File: config.mk
export PLATFORM = sky130hd
export DESIGN_NAME = normalizer
export DESIGN_NICKNAME = d
export VERILOG_FILES = /design/src/rtl/normalizer.sv
export SDC_FILE = /design/constraint.sdc
export NUM_CORES = 1
export LEC_CHECK = 0
export CAP_MARGIN = 20
export CORE_ASPECT_RATIO = 1.4
export CORE_MARGIN = 3
export CORE_UTILIZATION = 40
export DETAILED_ROUTE_END_ITERATION = 10
export GPL_ROUTABILITY_DRIVEN = 0
export SYNTH_ARGS = -nofsm -noshare
export SYNTH_HDL_FRONTEND = slang
export SYNTH_SLANG_ARGS = --single-unit
File: constraint.sdc
create_clock -name clk -period 4.5 [get_ports clk]
set_input_delay 0.9 -clock clk [delete_from_list [all_inputs] [get_ports clk]]
set_output_delay 0.9 -clock clk [all_outputs]
set_load 0.005 [all_outputs]
File: src/rtl/normalizer.sv
// Sequential leading-zero normalizer: a 4-step binary search (8, 4, 2, 1 bits),
// one step per clock, producing In << Cnt and the leading-zero count Cnt.
module normalizer (
  input  logic        clk,
  input  logic        rst,
  input  logic        start,
  input  logic [15:0] In,
  output logic        busy,
  output logic        done,
  output logic [15:0] Out,
  output logic [3:0]  Cnt,
  output logic        zero
);

  typedef enum logic [2:0] {
    IDLE = 3'd0,
    S8   = 3'd1,
    S4   = 3'd2,
    S2   = 3'd3,
    S1   = 3'd4
  } state_t;

  state_t      state_q, state_d;
  logic [15:0] work_q, work_d;
  logic [3:0]  acc_q, acc_d;
  logic        busy_q, busy_d;
  logic        done_q, done_d;
  logic [15:0] out_q, out_d;
  logic [3:0]  cnt_q, cnt_d;
  logic        zero_q, zero_d;

  // Result of the current search step, used both to advance the search and,
  // in S1, as the final value registered into the outputs.
  logic [15:0] step_work;
  logic [3:0]  step_acc;

  always_comb begin
    step_work = work_q;
    step_acc  = acc_q;
    unique case (state_q)
      S8: if (work_q[15:8] == 8'h00) begin
            step_work = {work_q[7:0], 8'h00};
            step_acc  = acc_q + 4'd8;
          end
      S4: if (work_q[15:12] == 4'h0) begin
            step_work = {work_q[11:0], 4'h0};
            step_acc  = acc_q + 4'd4;
          end
      S2: if (work_q[15:14] == 2'b00) begin
            step_work = {work_q[13:0], 2'b00};
            step_acc  = acc_q + 4'd2;
          end
      S1: if (!work_q[15]) begin
            step_work = {work_q[14:0], 1'b0};
            step_acc  = acc_q + 4'd1;
          end
      default: ;
    endcase
  end

  always_comb begin
    state_d = state_q;
    work_d  = work_q;
    acc_d   = acc_q;
    busy_d  = busy_q;
    done_d  = 1'b0;
    out_d   = out_q;
    cnt_d   = cnt_q;
    zero_d  = zero_q;
    unique case (state_q)
      IDLE: if (start) begin
              work_d  = In;
              acc_d   = '0;
              busy_d  = 1'b1;
              state_d = S8;
            end
      S8: begin
            work_d  = step_work;
            acc_d   = step_acc;
            state_d = S4;
          end
      S4: begin
            work_d  = step_work;
            acc_d   = step_acc;
            state_d = S2;
          end
      S2: begin
            work_d  = step_work;
            acc_d   = step_acc;
            state_d = S1;
          end
      S1: begin
            // A zero operand ends with acc=15; report count 0 instead.
            work_d  = step_work;
            acc_d   = step_acc;
            out_d   = step_work;
            zero_d  = (step_work == 16'h0000);
            cnt_d   = (step_work == 16'h0000) ? 4'd0 : step_acc;
            busy_d  = 1'b0;
            done_d  = 1'b1;
            state_d = IDLE;
          end
      default: state_d = IDLE;
    endcase
  end

  always_ff @(posedge clk) begin
    if (rst) begin
      state_q <= IDLE;
      work_q  <= '0;
      acc_q   <= '0;
      busy_q  <= 1'b0;
      done_q  <= 1'b0;
      out_q   <= '0;
      cnt_q   <= '0;
      zero_q  <= 1'b0;
    end else begin
      state_q <= state_d;
      work_q  <= work_d;
      acc_q   <= acc_d;
      busy_q  <= busy_d;
      done_q  <= done_d;
      out_q   <= out_d;
      cnt_q   <= cnt_d;
      zero_q  <= zero_d;
    end
  end

  assign busy = busy_q;
  assign done = done_q;
  assign Out  = out_q;
  assign Cnt  = cnt_q;
  assign zero = zero_q;

endmodule

Word-level counts from Yosys, hierarchy flattened:

Cells that the tools add are included.

* flip-flop bits (word level): 46
* input bits: 19

* $add $sub $neg: 4
* equality and inequality tests: 5
* multiplexer cells: 20
* reduce and logical (&&, ||, !) cells: 10

Operators by type and width (number)
* 16-bit two-way mux: 5
* 16-bit case mux with 4 select lines: 1
* 16-bit case mux with 2 select lines: 1
* 4-bit two-way mux: 6
* 16-bit zero test: 1
* 3-bit case mux with 4 select lines: 1
* 4-bit case mux with 3 select lines: 1
* 8-bit zero test: 1
* 4-bit case mux with 2 select lines: 1
* 3-bit by 2-bit equality test with 1-bit output, second input constant: 2
* 4-bit by 1-bit adder with 4-bit output, second input constant: 1
* 4-bit by 2-bit adder with 4-bit output, second input constant: 1
* 4-bit by 3-bit adder with 4-bit output, second input constant: 1
* 4-bit adder, second input constant: 1
* 4-bit zero test: 1
* 2-bit AND reduction: 2
* 2-bit nonzero test: 2
* 4-bit OR reduction: 1
* 3-bit by 1-bit equality test with 1-bit output, second input constant: 1
* 3-bit equality test, second input constant: 1
* 3-bit zero test: 1
* 3-bit two-way mux: 1
* 2-bit zero test: 1
* 1-bit two-way mux: 2
* 2 further kinds: 2

Longest topological paths before layout:

Gate-level depths: netlist of the first run.

* depth in word-level cells: 5
* depth in mapped cells: 10
* gate-level depth less buffers: 8

Worst setup path before layout of the first run:

Ideal clock, no wire load.

* path type: reg2reg
* from: register work_q[12]
* to: register cnt_q[0], in the netlist Cnt[0]
* setup time: 131 ps
* arrival: 2048 ps
* data required time: 4369 ps
* slack: 2321 ps
* cell stages (with the launch flop): 9
* buffers on the path: 1
* cell sequence: dfxtp_1 -> buf_6 -> or4_4 -> o2bb2ai_1 -> a221oi_1 -> o2111ai_1 -> nor3_1 -> and4bb_4 -> o41ai_2

* word-level cells in the longest chain between the ends: 5
* elaborated cells between the ends (all ways): 12
* classes of those cells: mux (9); reduce/logical (3)

Ends and longest elaborated chain
* from (decl): RTL line 24 `logic [15:0] work_q, work_d;`
* from (signal assigned): RTL line 119 `work_q <= work_d;`
* 8-bit zero test or 4-bit zero test (tied branches): RTL line 41, 45
* 16-bit two-way mux (on tied branches): RTL line 41, 45
* 16-bit case mux with 4 select lines: RTL line 40 `unique case (state_q)`
* 16-bit zero test: RTL line 98 `cnt_d = (step_work == 16'h0000) ? 4'd0 : step_acc;`
* 4-bit two-way mux (*): RTL line 98
* to (signal assigned): RTL line 124 `cnt_q <= cnt_d;`
* to (decl): RTL line 29 `logic [3:0] cnt_q, cnt_d;`

Mark *: on every way between the ends. The rest lies on a longest branch, timed or not.
A chain may end at the register's enable or synchronous reset.

Worst setup path after layout of the first run:

* from: register state_q[0]
* to: register cnt_q[0], in the netlist Cnt[0]

* word-level cells in the longest chain between the ends: 4
* elaborated cells between the ends (all ways): 8
* classes of those cells: eq/ne (4); mux (3); reduce/logical (1)

Ends and longest elaborated chain
* from (decl): RTL line 23 `state_t state_q, state_d;`
* from (signal assigned): RTL line 118 `state_q <= state_d;`
* 3-bit equality test, or another cell as far along: RTL line 40, 70
* 16-bit case mux with 4 select lines: RTL line 40
* 16-bit zero test: RTL line 98
* 4-bit two-way mux: RTL line 98

Parallel ways exist; a longest one is shown, timed or not.

==> summary.txt, run 1 <==
Status
  – Status: completed

Timing
  – Tcrit/Tclk final: 71.00%
  – Final hold violation count: 0
  – Slew @ Worst Pin: 1.017 ns
  – PnR worst setup slack: 1.305 ns
  – Clk_skew: 0.01102 ns
  – Tmin final: 3.195 ns
  – Setup_tns: 0 ns
  – Slew HR: 31.96%
  – RSZ-0062 raised after global routing: no
  – Fmax: 0.3130 GHz
  – Number of setup violations in the final report: 0
  – Final slew viol count: 0

Logic synthesis
  – Mapped Area: 3065 sq um
  – Sequential cell area fraction in the yosys report: 30.04%
  – Cell taking the most area after synthesis: dfxtp_1
  – Area fraction of the dominant cell type after synthesis: 30.04%
  – Most numerous cell in the Yosys netlist: nor2_1
  – Number of synthesized register bits: 46
  – Syn nets: 413
  – Syn Inst Count: 392
  – Most used DFF post-synth: dfxtp_1
  – Synth warn: 0
  – Post-synth EDFFs: 0
  – Async set or reset register ratio after synthesis: 0%
  – Synth area leaders: dfxtp_1 30%, a21oi_1 6.4%, nor2_1 5.8%, o21ai_0 5.1%, a211oi_1 4.2%
  – Syn Area/Cell: 7.820 sq um
  – Top cells by count, synth: 47 x nor2_1, 46 x dfxtp_1, 39 x a21oi_1
  – Distinct cell type count after synthesis: 69

Setup path
  – Reg2Reg Setup Slack: 1.30 ns
  – Critical path depth in cells: 7
  – Highest-delay cell along the critical path: dfxtp_1
  – Worst path required time: 4.66 ns
  – Critical path, cell by cell: or3b_2, nor2_1, a221o_1, a221oi_1, nand4_1, and4bb_4, o41ai_2
  – Critical path type: register to register
  – CP max FO: 28
  – Buf+Inv Stages, Crit Path: 0
  – Cell family with most CP delay: simple AND/OR/NAND/NOR gates
  – Worst Path Arrival: 3.36 ns
  – CP startpoint: state_q[0]
  – Crit start category: register
  – Setup crit end kind: register
  – Worst stage delay on the critical path: 0.91 ns
  – Worst Reg-to-Reg Cells: 7
  – R2r startpoint: state_q[0]

Cells and area
  – Nets: 429
  – Ant diodes: 0
  – Final Core Density: 48.33%
  – Layout cell share with drive strength beyond 1: 8.802%
  – Layout area overhead: 16.78%

Detailed routing
  – Wire length per cell: 19.31 um
  – Highest metal used: met4
  – Metal1 wirelength: 3.975 mm
  – Via Count: 3,157
  – Routed WL: 9.769 mm
  – First DRT Iteration DRCs: 295
  – Antenna Nets Post-Route: 0
  – Vias/cell: 6.239
  – Remaining DRCs: 0
  – Met3 wire length: 724 um
  – WL met2: 4.593 mm
  – First-pass DRT Iterations: 5

CTS
  – CTS H-tree lvls: 2
  – Root buffer cell: clkbuf_8
  – Clock transition at the registers of the reported paths: 0.10 ns
  – Worst skew pair latency: 0.32 ns
  – Post-CTS Setup Inserts: 0
  – CTS tree: done
  – CTS max path bufs: 2
  – Clk sinks: 46
  – CTS resizes: 0
  – Hold buffer count at CTS: 0
  – Total CTS buffers: 5

Worst hold path
  – Hold Crit Start: Out[1]
  – Worst hold path cell count: 2
  – Hold Crit Class: register to register

Global routing
  – Initial antenna violation count: 0
  – GRT overflow: 0
  – Global-route wire length before repair: 15.28 mm
  – Largest net degree at the start of global routing: 29
  – Gr usage total: 22.58%
  – Number of global-route vias before repair: 2,901

Die
  – Initial core utilization: 41.39%
  – I/O pins: 42
  – Die W: 79.99 um
  – Core ar.: 7407 sq um
  – Full die area: 8765 sq um
  – Die height: 109.6 um
  – Std cell rows: 37

Pwr
  – Pwr Density: 331.3 nW/um^2
  – Worst vdd ir: 0.1476 mV
  – Pwr Total: 0.001186 W
  – Static Leak: 1.222 nW

Place
  – HPWL Detailed: 6.840 mm
  – Worst slack, placed: 1.370 ns
  – I/O Buffers: 41

Flow run
  – Max cap viols: 0
registers in the layout, summed over array words and instances (netlist names):
signal	cells
Out	16
work_q	16
Cnt	4
busy	1
zero	1
done	1
state_q	3
acc_q	4
where the power goes:
| part | total, W | switching (W) | internal [W] |
|---|---|---|---|
| clock network | 0.000326 | 0.000159 | 0.000167 |
| logic | 0.000344 | 0.000196 | 0.000147 |
| registers | 0.000517 | 0.0000844 | 0.000432 |
| total | 0.00119 | 0.000440 | 0.000746 |
metal layers:
metal / up-vias / GRT usage (%)
li1: 1480 / -
met1: 1499 / 27.58
met2: 147 / 37.14
met3: 31 / 3.525
met4: 0 / 13.41
met5: - / 0
layout by cell type (no fill, tap or decap), types with 3 or more instances in the layout:
cell type        Yosys  layout
a211oi_1            17      17
a21o_1               4       4
a21oi_1             39      39
a221oi_1             7       7
a31oi_1              6       6
and3_1               5       5
buf_4                1       6
clkbuf_8             0       5
clkdlybuf4s50_1      0      41
dfxtp_1             46      46
inv_1                3       3
mux2_2               5       5
mux2i_1              9       9
nand2_1             30      30
nand2b_1             5       5
nand3_1              5       5
nand3b_1             9       9
nand4b_1             3       3
nor2_1              47      47
nor2b_1              9       9
nor3_1               7       7
nor3b_1              5       4
o21ai_0             31      31
o21ai_1              3       3
or3b_2               3       3
xnor2_1              4       4
xor2_1               4       4
cells by family (layout without fill, tap and decap cells):
| family | count (synthesis) | in the layout | synth area share (%) |
|---|---|---|---|
| XOR/XNOR | 8 | 8 | 2.285 |
| multiplexers | 14 | 14 | 4.775 |
| flip-flops | 46 | 46 | 30.04 |
| adder cells (fa/ha/maj) | 2 | 2 | 0.8162 |
| buffers and inverters | 42 | 59 | 6.572 |
| AO/OA/AOI/OAI | 131 | 131 | 27.92 |
| AND/OR/NAND/NOR | 149 | 149 | 27.59 |
metrics by stage:
stage          cells  cell area, sq um  hold WS, ns
6_report         506              3580       0.4627
5_1_grt          506              3580       0.4903
4_1_cts          506              3580       0.4679
3_5_place_dp     498              3467       0.4549
3_3_place_gp     497              3457       0.4499
2_1_floorplan    392              3065       0.4483
area by class of cell:
cell class              instances  area, sq um
fillers                       747         3827
multi-input cells             304         1948
flip-flops and latches         46        920.9
repair buffers                 48        465.4
well taps                      97        121.4
clock buffers                   5        68.82
clock inverters                 3        43.79
inverters                       3        11.26
path summary, 6_finish.rpt:
check / to
hold / removal: Out[1]
setup reg to reg: Cnt[0]
setup / recovery: Cnt[0]
hold reg to reg: Out[1]
tightest hold or removal path, delay by kind of cell (launching register included):
family          cells  cell delay, ns
compound gates      1            0.05
simple gates        1            0.05
flops               1            0.32
(Power assumes the default switching activity.)
==> run 2: changes to the inputs <==
clock period = 2.9 ns   (was 4.5 ns; I/O delays follow)
==> run 2 against run 1 <==
Compared with the run above: first-iteration DRC count is 33% higher; flip-flop and latch count stayed put; register-to-register slack worse by 1.2 ns; setup slack worse by 1.2 ns; wire length is 1.2% lower; utilization is 2.2 points higher; final cell count is 4.0% higher; via count is 0.70% lower; fmax is 16% higher; critical endpoint unchanged.
==> summary.txt, run 2 (same netlist as run 1, synthesis figures left out) <==
Pwr
  – Worst vdd ir: 0.2243 mV
  – Static Leak: 1.326 nW
  – Pwr Density: 503.6 nW/um^2

Timing
  – Slew HR: 52.31%
  – Final hold violation count: 0
  – Slew @ Worst Pin: 0.7111 ns
  – Clk_skew: 0.005642 ns
  – Number of setup violations in the final report: 0
  – Setup_tns: 0 ns
  – Fmax: 0.3616 GHz
  – Tcrit/Tclk final: 95.35%
  – Final slew viol count: 0
  – Tmin final: 2.765 ns
  – RSZ-0062 raised after global routing: no

CTS
  – CTS resizes: 0
  – Clock transition at the registers of the reported paths: 0.09 ns
  – Worst skew pair latency: 0.31 ns
  – CTS tree: done
  – Root buffer cell: clkbuf_8
  – Post-CTS Setup Inserts: 0
  – CTS max path bufs: 2
  – Total CTS buffers: 5
  – CTS H-tree lvls: 2
  – Hold buffer count at CTS: 0
  – Clk sinks: 46

Cells and area
  – Design Area, Final: 3740 sq um
  – Layout cell share with drive strength beyond 1: 13.05%
  – Ant diodes: 0
  – Commonest non-fill, non-tap cell in the layout: nor2_1
  – Layout area overhead: 22.00%
  – FF/Latch Area: 920.9 sq um
  – Multi-input logic area: 1948 sq um
  – Most frequent cells in the layout: 47 x nor2_1, 46 x dfxtp_1, 41 x clkdlybuf4s50_1, 39 x a21oi_1, 31 x o21ai_0
  – Nets: 449
  – Number of fill cells in the layout: 725
  – Cell Count, Final, Fillers Out: 526

Place
  – Placed instance count: 518
  – HPWL Detailed: 6.960 mm
  – I/O Buffers: 41
  – Placed instance area: 3627 sq um

Die
  – I/O pins: 42
  – Die W: 79.99 um
  – Full die area: 8765 sq um
  – Std cell rows: 37
  – Core ar.: 7407 sq um
  – Die height: 109.6 um
  – Initial core utilization: 41.39%

Setup path
  – Worst Path Arrival: 2.95 ns
  – Worst path required time: 3.09 ns
  – Crit start category: register
  – Critical path type: register to register
  – CP max FO: 19
  – Setup crit end kind: register

Detailed routing
  – Wire length per cell: 18.36 um
  – Remaining DRCs: 0
  – Antenna Nets Post-Route: 0
  – Routed WL: 9.655 mm
  – First-pass DRT Iterations: 5
  – First DRT Iteration DRCs: 393
  – Via Count: 3,135
  – Vias/cell: 5.960

Global routing
  – Gr usage total: 22.82%
  – Number of global-route vias before repair: 2,949
  – Largest net degree at the start of global routing: 49
  – Global-route wire length before repair: 15.55 mm
  – Initial antenna violation count: 0
  – GRT overflow: 0

Flow run
  – Max cap viols: 0

Worst hold path
  – Hold Crit Class: register to register

Status
  – Status: completed
[run 2: cell types whose count changed in the layout (fill, tap and decap cells not counted), sizes merged]
cell	before	now
buf	6	27
clkdlybuf4s18	1	0
[run 2: worst paths after layout]
kind	start	endpoint	slack (ns)	cells past startpoint
max	work_q[14]	Cnt[0]	0.13	7
min	Out[0]	Out[0]	0.46	2
max reg2reg	work_q[14]	Cnt[0]	0.13	7
min reg2reg	Out[0]	Out[0]	0.46	2
[run 2: critical path, cell delays in order (launching register included)]
cell	delay [ns]
dfxtp_1	0.75
nor4_4	0.16
and3_1	0.25
a211oi_1	0.65
o2111ai_1	0.25
nor3_1	0.18
and4bb_4	0.31
o41ai_2	0.08
[run 2: metal layers]
| layer | vias to the layer above | share of wire (%) | GRT usage [%] |
|---|---|---|---|
| met5 | - | 0 | 0 |
| met4 | 0 | 4.9 | 11.96 |
| met3 | 36 | 7.1 | 3.361 |
| met2 | 163 | 47 | 36.73 |
| met1 | 1424 | 41 | 29.35 |
| li1 | 1512 | - | - |
[run 2: power breakdown]
part	switching (W)	leakage (nW)	internal, W
Sequential	0.0000879	0.375	0.000671
Clock	0.000241	0.0585	0.000259
Combinational	0.000354	0.893	0.000272
Total	0.000682	1.33	0.00120
[run 2: metrics by stage]
step,worst slack [ns],util [%],hold slack [ns],power [W]
finish,0.1349,50.49,0.4604,0.001883
global route,0.09761,50.49,0.4857,0.001978
CTS,0.3018,50.49,0.4649,0.001877
detailed placement,0.3127,48.97,0.4511,0.001378
global placement,0.3300,48.97,0.4449,0.001376
floorplan,0.7212,-,0.4483,0.001178
[run 2: layout make-up]
class	count	area share, %
sequential	46	24.62
tap	97	3.245
clock buffer	5	1.840
timing repair buffer	68	16.73
multi-input combinational	304	52.09
inverter	3	0.3011
clock inverter	3	1.171
==> run 3: changes to the inputs <==
CORE_MARGIN = default   (was 3)
==> run 3 against run 2 <==
Compared with the run above: combinational power is 1% lower; final cell count is 1.3% higher; die area is 8.5% lower; utilization is 0.19 points higher; fmax is 4.7% higher; flip-flop and latch count stayed put; highest routed layer unchanged; first-iteration DRC count is 21% lower; global-route usage is 2.1 points higher; clock-buffer cell count is 1 higher.
==> summary.txt, run 3 (same netlist as run 1, synthesis figures left out) <==
Global routing
  – Gr usage total: 24.91%
  – Number of global-route vias before repair: 2,992
  – GRT overflow: 0
  – Initial antenna violation count: 0
  – Largest net degree at the start of global routing: 49
  – Global-route wire length before repair: 15.77 mm

Detailed routing
  – Antenna Nets Post-Route: 0
  – First-pass DRT Iterations: 6
  – Vias/cell: 5.910
  – Via Count: 3,150
  – Wire length per cell: 18.26 um
  – Remaining DRCs: 0
  – First DRT Iteration DRCs: 309
  – Routed WL: 9.731 mm

Timing
  – Final slew viol count: 0
  – Number of setup violations in the final report: 0
  – Slew HR: 43.32%
  – Final hold violation count: 0
  – Tmin final: 2.641 ns
  – Tcrit/Tclk final: 91.05%
  – Setup_tns: 0 ns
  – Clk_skew: 0.009304 ns
  – RSZ-0062 raised after global routing: no
  – Fmax: 0.3787 GHz
  – Slew @ Worst Pin: 0.8465 ns

Setup path
  – R2R Path End: Cnt[0]
  – Worst stage delay on the critical path: 0.75 ns
  – Highest-delay cell along the critical path: dfxtp_1
  – Buf+Inv Stages, Crit Path: 1
  – Worst Path Arrival: 2.82 ns
  – R2r startpoint: work_q[14]
  – Reg2Reg Setup Slack: 0.26 ns
  – CP max FO: 19
  – Worst path required time: 3.08 ns
  – Cell family with most CP delay: simple AND/OR/NAND/NOR gates
  – Setup crit end kind: register
  – Critical path type: register to register
  – Worst Reg-to-Reg Cells: 8
  – Crit start category: register
  – Critical path, cell by cell: nor2_1, buf_4, mux2_2, a221oi_1, and3_1, nand4_1, and4bb_4, o41ai_2

Die
  – Full die area: 8023 sq um
  – Die height: 105.6 um
  – Core ar.: 7407 sq um
  – I/O pins: 42
  – Die W: 75.99 um
  – Initial core utilization: 41.39%
  – Std cell rows: 37

CTS
  – CTS H-tree lvls: 2
  – CTS resizes: 0
  – CTS tree: done
  – Post-CTS Setup Inserts: 0
  – Total CTS buffers: 5
  – Clk sinks: 46
  – Hold buffer count at CTS: 0
  – Root buffer cell: clkbuf_8
  – Clock transition at the registers of the reported paths: 0.09 ns
  – Worst skew pair latency: 0.31 ns
  – CTS max path bufs: 2

Worst hold path
  – Hold Crit Class: register to register
  – Hold endpoint: Out[0]
  – Worst hold path cell count: 2
  – Hold Crit Start: Out[0]

Cells and area
  – Layout cell share with drive strength beyond 1: 14.22%
  – Cell Count, Final, Fillers Out: 533
  – Ant diodes: 0
  – Layout area overhead: 22.45%
  – Commonest non-fill, non-tap cell in the layout: nor2_1
  – Most frequent cells in the layout: 47 x nor2_1, 46 x dfxtp_1, 41 x clkdlybuf4s50_1, 39 x a21oi_1, 34 x buf_4
  – Number of fill cells in the layout: 743
  – Nets: 456

Pwr
  – Static Leak: 1.343 nW
  – Pwr Density: 478.7 nW/um^2
  – Worst vdd ir: 0.2126 mV

Status
  – Status: completed

Place
  – I/O Buffers: 41
  – HPWL Detailed: 7.152 mm
  – Placed instance count: 525

Flow run
  – Max cap viols: 0
[run 3: through the flow]
step | power (W) | util [%] | cell area, sq um | hold slack [ns] | setup slack [ns]
floorplan | 0.001178 | - | 3065 | 0.4483 | 0.7212
global placement | 0.001385 | 49.51 | 3667 | 0.4444 | 0.3344
detailed placement | 0.001389 | 49.51 | 3667 | 0.4470 | 0.2913
CTS | 0.001794 | 50.68 | 3754 | 0.4600 | 0.2814
global route | 0.001894 | 50.68 | 3754 | 0.4823 | 0.07994
finish | 0.001797 | 50.68 | 3754 | 0.4595 | 0.2594
[run 3: worst reg2reg max path, cell delays in order, from the launching register on]
cell and delay, ns:
dfxtp_1 0.75, nor2_1 0.14, buf_4 0.22, mux2_2 0.28, a221oi_1 0.35, and3_1 0.23
nand4_1 0.07, and4bb_4 0.41, o41ai_2 0.08
[run 3: area by class of cell]
cell class	count	area, sq um	share of cell area [%]
clock inverter	2	13.76	0.3667
clock buffer	6	72.57	1.933
inverter	3	11.26	0.3000
sequential	46	920.9	24.53
tap	97	121.4	3.233
timing repair buffer	75	665.6	17.73
multi-input combinational	304	1948	51.90
[run 3: how the worst max path moves through the flow]
| stage | startpoint | to | slack (ns) | cells after the start |
|---|---|---|---|---|
| floorplan | work_q[12] | Cnt[0] | 0.72 | 8 |
| global placement | work_q[14] | Cnt[0] | 0.33 | 8 |
| detailed placement | work_q[14] | Cnt[0] | 0.29 | 8 |
| CTS | work_q[14] | Cnt[0] | 0.28 | 8 |
| global route | work_q[14] | Cnt[0] | 0.08 | 8 |
| finish | work_q[14] | Cnt[0] | 0.26 | 8 |
[run 3: metal layers]
metal	part of all wire (%)	global-route usage, %
met1	42	30.67
met2	48	42.21
met3	6.2	3.810
met4	3.9	12.09
met5	0	0
[run 3: power by group]
part / internal (W) / total [W] / switching [W]
clock: 0.000171 / 0.000408 / 0.000238
sequential: 0.000671 / 0.000769 / 0.0000988
combinational: 0.000275 / 0.000619 / 0.000344
